### src/rtl/if_fetch.sv
// rtl/if_fetch.sv - instruction fetch stage: PC, single-outstanding fetch, (pc, inst) FIFO
// Presents the FIFO head to IF/ID and handles branch redirect with delay-slot retention.
module if_fetch #(
  parameter int          DEPTH    = 2,
  parameter logic [31:0] RESET_PC = 32'h0000_0000
) (
  input  logic        clk,
  input  logic        rst,
  input  logic [5:0]  stall,
  input  logic        branch_flag_i,
  input  logic [31:0] branch_target_address_i,
  output logic        inst_req,
  output logic [31:0] inst_addr,
  input  logic        inst_gnt,
  input  logic        inst_rvalid,
  input  logic [31:0] inst_rdata,
  output logic [31:0] if_pc,
  output logic [31:0] if_inst,
  output logic        stallreq_if
);

  localparam int AW = $clog2(DEPTH);
  localparam int CW = AW + 1;

  typedef enum logic [0:0] {S_RUN, S_DS_FETCH} state_t;

  state_t        r_state;
  state_t        w_state_nxt;
  logic [31:0]   r_pc;
  logic [31:0]   r_btarget;
  logic [31:0]   r_issued_pc;
  logic [31:0]   r_fifo_pc   [DEPTH];
  logic [31:0]   r_fifo_inst [DEPTH];
  logic [AW-1:0] r_rd_ptr;
  logic [AW-1:0] r_wr_ptr;
  logic [CW-1:0] r_count;
  logic          r_outstanding;
  logic          r_drop;

  logic          w_nonempty;
  logic          w_pop;
  logic          w_branch;
  logic          w_rsp;
  logic          w_push;
  logic          w_fire;
  logic          w_flush_all;
  logic          w_keep_head;
  logic          w_case_d;
  logic          w_discard;
  logic          w_room;
  logic [CW:0]   w_level;
  logic [CW:0]   w_cap;
  logic          w_unused;

  assign w_unused = &{1'b0, stall[5:3]};

  always_comb begin
    w_nonempty  = (r_count != '0);
    w_pop       = w_nonempty && !stall[1];
    w_branch    = branch_flag_i && !stall[2];
    w_rsp       = inst_rvalid && r_outstanding;
    w_flush_all = w_branch && w_pop;
    w_keep_head = w_branch && !w_pop && w_nonempty;
    w_case_d    = w_branch && !w_nonempty && !r_outstanding;
    w_discard   = w_flush_all || w_keep_head;
    w_push      = w_rsp && !r_drop && !w_discard;
    // A new request must still find a slot next cycle even if IF stalls then.
    w_level     = {1'b0, r_count} + {{CW{1'b0}}, w_push} + (CW+1)'(1);
    w_cap       = (CW+1)'(DEPTH) + {{CW{1'b0}}, w_pop};
    w_room      = (w_level <= w_cap);
    inst_req    = rst && !stall[0] && !w_branch && (!r_outstanding || inst_rvalid) && w_room;
    inst_addr   = r_pc;
    w_fire      = inst_req && inst_gnt;
    w_state_nxt = r_state;
    case (r_state)
      S_RUN:      if (w_case_d) w_state_nxt = S_DS_FETCH;
      S_DS_FETCH: if (w_fire)   w_state_nxt = S_RUN;
      default:    w_state_nxt = S_RUN;
    endcase
  end

  always_ff @(posedge clk or negedge rst) begin
    if (!rst) r_state <= S_RUN;
    else      r_state <= w_state_nxt;
  end

  always_ff @(posedge clk or negedge rst) begin
    if (!rst) begin
      r_pc          <= RESET_PC;
      r_btarget     <= '0;
      r_issued_pc   <= '0;
      r_outstanding <= 1'b0;
      r_drop        <= 1'b0;
    end else begin
      // Case D defers the redirect until the delay-slot fetch is granted.
      if (w_branch && !w_case_d) r_pc <= branch_target_address_i;
      else if (w_fire)           r_pc <= (r_state == S_DS_FETCH) ? r_btarget : r_pc + 32'd4;
      if (w_case_d) r_btarget <= branch_target_address_i;
      if (w_fire) begin
        r_issued_pc   <= r_pc;
        r_outstanding <= 1'b1;
      end else if (w_rsp) begin
        r_outstanding <= 1'b0;
      end
      if (w_discard && r_outstanding && !inst_rvalid) r_drop <= 1'b1;
      else if (w_rsp)                                  r_drop <= 1'b0;
    end
  end

  always_ff @(posedge clk or negedge rst) begin
    if (!rst) begin
      r_rd_ptr <= '0;
      r_wr_ptr <= '0;
      r_count  <= '0;
    end else if (w_flush_all) begin
      r_rd_ptr <= '0;
      r_wr_ptr <= '0;
      r_count  <= '0;
    end else if (w_keep_head) begin
      r_wr_ptr <= r_rd_ptr + AW'(1);
      r_count  <= CW'(1);
    end else begin
      if (w_push) r_wr_ptr <= r_wr_ptr + AW'(1);
      if (w_pop)  r_rd_ptr <= r_rd_ptr + AW'(1);
      r_count <= r_count + CW'(w_push) - CW'(w_pop);
    end
  end

  always_ff @(posedge clk) begin
    if (w_push) begin
      r_fifo_pc[r_wr_ptr]   <= r_issued_pc;
      r_fifo_inst[r_wr_ptr] <= inst_rdata;
    end
  end

  assign if_pc       = w_nonempty ? r_fifo_pc[r_rd_ptr]   : 32'h0;
  assign if_inst     = w_nonempty ? r_fifo_inst[r_rd_ptr] : 32'h0;
  assign stallreq_if = !w_nonempty;

endmodule
### config.mk
export PLATFORM = sky130hd
export DESIGN_NAME = if_fetch
export DESIGN_NICKNAME = d
export VERILOG_FILES = /design/src/rtl/if_fetch.sv
export SDC_FILE = /design/constraint.sdc
export NUM_CORES = 1
export LEC_CHECK = 0
export CAP_MARGIN = 20
export CORE_MARGIN = 2
export CORE_UTILIZATION = 53
export DETAILED_ROUTE_END_ITERATION = 8
export HOLD_SLACK_MARGIN = 0.05
export PLACE_DENSITY = 0.85
export SETUP_SLACK_MARGIN = 0.3
export SYNTH_ARGS = -nofsm -noshare
export SYNTH_HDL_FRONTEND = slang
export SYNTH_SLANG_ARGS = --single-unit
export TNS_END_PERCENT = 5
### constraint.sdc
create_clock -name clk -period 4.55 [get_ports clk]
set_input_delay 1.365 -clock clk [delete_from_list [all_inputs] [get_ports clk]]
set_output_delay 1.365 -clock clk [all_outputs]
set_load 0.1 [all_outputs]
==> flow_summary.toml <==
[yosys]
synth_area_leader_cell = "edfxtp_1"
ys_ff_latch = 231
syn_nets = 778
synthCells = 698
avgSynthCellArea_um2 = 14.04
ys_warn_count = 0
synth.distinct_cells = 51
ys_seq_area_share_pct = 65.53
synthTopCellsByArea = "edfxtp_1 (39%), dfrtp_1 (26%), mux2_2 (7.5%)"
synth_area_um2 = 9798
synth_top_cell_area_share_pct = 39.23

[floorplanning]
dieArea_um2 = 19590
coreArea_um2 = 18020
pin_count = 173
initial_core_util_pct = 54.36
die_width_um = 140.0
fp-row-count = 49
die_h_um = 140.0

[route]
wl_per_cell_um = 19.39
dr.pass1.iters = 5
drtIter0Drc = 570
ant_nets = 0
vias = 6469
drt_wl_total_um = 22000
drc = 0
vias_per_cell = 5.700

[cells_and_area]
layout-drive-gt1-share_pct = 25.94
area_growth_pct = 29.56
nets = 968
n_antenna_cell = 0

[clock_network]
hold_buffers = 0
cts_tree = "built"
insertion_delay_ns = 0.50
cts_root_buf = "clkbuf_16"
clock_sinks = 231
clkTransAtPathRegs_ns = 0.06
clockBufferDepth = 3
htreeDepth = 1
cts_buffers = 24

[worst_setup_path]
r2r_setup_slack_ns = 1.43
r2r-start = "r_count[0]"
crit_arrival_ns = 3.04
startpoint_type = "input pin"
critPathRequiredTime_ns = 3.18
cp-startpoint = "stall[2]"
worst_setup_path_end_kind = "output port"
slowest_stage = "or3b_1"
regToRegEndpoint = "r_issued_pc[19]"
rr_worst_depth = 13
cpPeakStageDelay_ns = 0.34
path_cells = "buf_6, nand2b_4, o21ai_4, ha_4, inv_1, ha_1, or3b_1, nand4_1, inv_2, buf_12"
worstPathMaxFanout = 2
cpLargestDelayFamily = "simple AND/OR/NAND/NOR gates"
path_buf_inv = 4
critPathKind = "input pin to output port"

[hold_path]
min_from = "r_issued_pc[13]"
min_to = "r_fifo_pc[0][13]"
hold_path_class = "register to register"
hold-path-cell-count = 0

[global_routing]
grt_use_total_pct = 22.28
grt-ovfl-total = 0
grt_pass1_vias = 6668
grt_pass1_wl_um = 34800
grt_antenna_before_repair = 0
grt_max_degree = 81

[status]
status = "completed"

[sta]
setup_viol = 0
worstMarginPinSlew_ns = 1.047
fmax_mhz = 226.9
grt_setup_unrepaired = "yes"
setup_slack_ns = 0.1436
maxSlewHeadroom_pct = 29.98
tns_ns = 0
finalCritPeriodShare_pct = 96.84
finalHoldViolations = 0
fin_crit_ns = 4.406
drv_slew = 0
fin_skew_ns = 0.006925

[placement]
io_buffers = 169
place_congestion = 0.8012
preCtsSetupSlack_ns = -0.4875
place_hpwl_um = 14350

[job]
cap_violations = 0
## metal layers
layer  share of wire [%]  GRT usage [%]  routed length, um  up-vias
met1                  42          30.20               9237     3179
met3                 6.0          3.248               1324       42
met2                  49          37.41              10890      257
li1                    -              -                  -     2991
met5                   0              0                  0        -
met4                 2.5          7.526                552        0
## final cells by class
class,instances,area (um^2)
fillers,1224,5330
clock buffers,32,681.9
well taps,229,286.5
flip-flops and latches,231,6425
inverters,7,26.28
clock inverters,12,165.2
multi-input cells,421,3264
repair buffers,203,1846
## how the worst max path moves through the flow
stage	endpoint	slack (ns)	cells past startpoint
after global routing	inst_req	0.09	10
after global placement	inst_req	-0.42	9
after floorplan	r_fifo_inst[0][0]	-0.44	4
after detailed placement	inst_req	-0.49	9
final	inst_req	0.14	10
after CTS	inst_req	0.06	9
## cells by family (layout without fill, tap and decap cells)
family | after synthesis | after routing | synth area share [%]
buf+inv | 46 | 254 | 2.094
fa+ha+maj | 5 | 5 | 0.6385
xor+xnor | 27 | 27 | 2.414
flops | 231 | 231 | 65.53
mux | 135 | 135 | 14.62
simple gates | 175 | 175 | 9.092
compound gates | 79 | 79 | 5.606
## synth_stat cells, drive strengths merged
master  instances
xor2            9
edfxtp        128
xnor2          18
and3            4
nand2b          5
nor3b           1
a22oi          17
a211oi          1
nor2           87
inv             7
o311ai          1
and4            4
mux2i          70
mux2           65
a221o           4
and2            1
o21a            1
nand3          14
buf            18
nand3b          1
dfrtp         103
nor2b           1
clkbuf         21
a21oi           9
o31ai           5
nand4          11
or3             1
o21ai          25
or3b            1
o31a            1
o211ai          5
a222oi          9
ha              5
nand2          24
nor3            9
a31o            1
nor4           11
## cell usage in the layout (no fill, tap or decap), types with 7 or more instances in the layout
| cell | count |
|---|---|
| edfxtp_1 | 128 |
| dfrtp_1 | 102 |
| clkdlybuf4s50_1 | 98 |
| buf_4 | 95 |
| nor2_1 | 81 |
| mux2i_1 | 70 |
| mux2_2 | 65 |
| clkbuf_16 | 25 |
| nand2_1 | 22 |
| xnor2_1 | 18 |
| o21ai_0 | 17 |
| a22oi_1 | 17 |
| nand3_1 | 12 |
| nand4_1 | 10 |
| xor2_1 | 9 |
| a222oi_1 | 9 |
| nor3_1 | 8 |
| nor4_1 | 8 |
| a21oi_1 | 8 |
| o21ai_1 | 7 |
## stage by stage
| step | instances | instance area, um^2 | util, % | hold WS (ns) |
|---|---|---|---|---|
| detailed placement | 1083 | 11720 | 65.04 | 0.4514 |
| global placement | 1083 | 11720 | 65.04 | 0.4442 |
| floorplan | 698 | 9798 | - | 0.4366 |
| global route | 1135 | 12690 | 70.43 | 0.4837 |
| CTS | 1131 | 12610 | 69.96 | 0.4652 |
| finish | 1135 | 12690 | 70.43 | 0.4628 |
## state kept, by name, indices dropped and copies added (netlist names)
signal         count
inst_addr         32
r_btarget         32
r_count            2
r_drop             1
r_fifo_inst       64
r_fifo_pc         64
r_issued_pc       32
r_outstanding      1
r_rd_ptr           1
r_state            1
r_wr_ptr           1
## repair_timing
action / CTS / global route
setup buffers: 4 / 3
pin swaps: 6 / 6
gates resized for setup: 18 / 8
setup endpoints to repair: 3 / 1
Power is left out: the tool's default activity adds up to more than one toggle a clock period on the data nets, which glitch-free logic cannot reach.
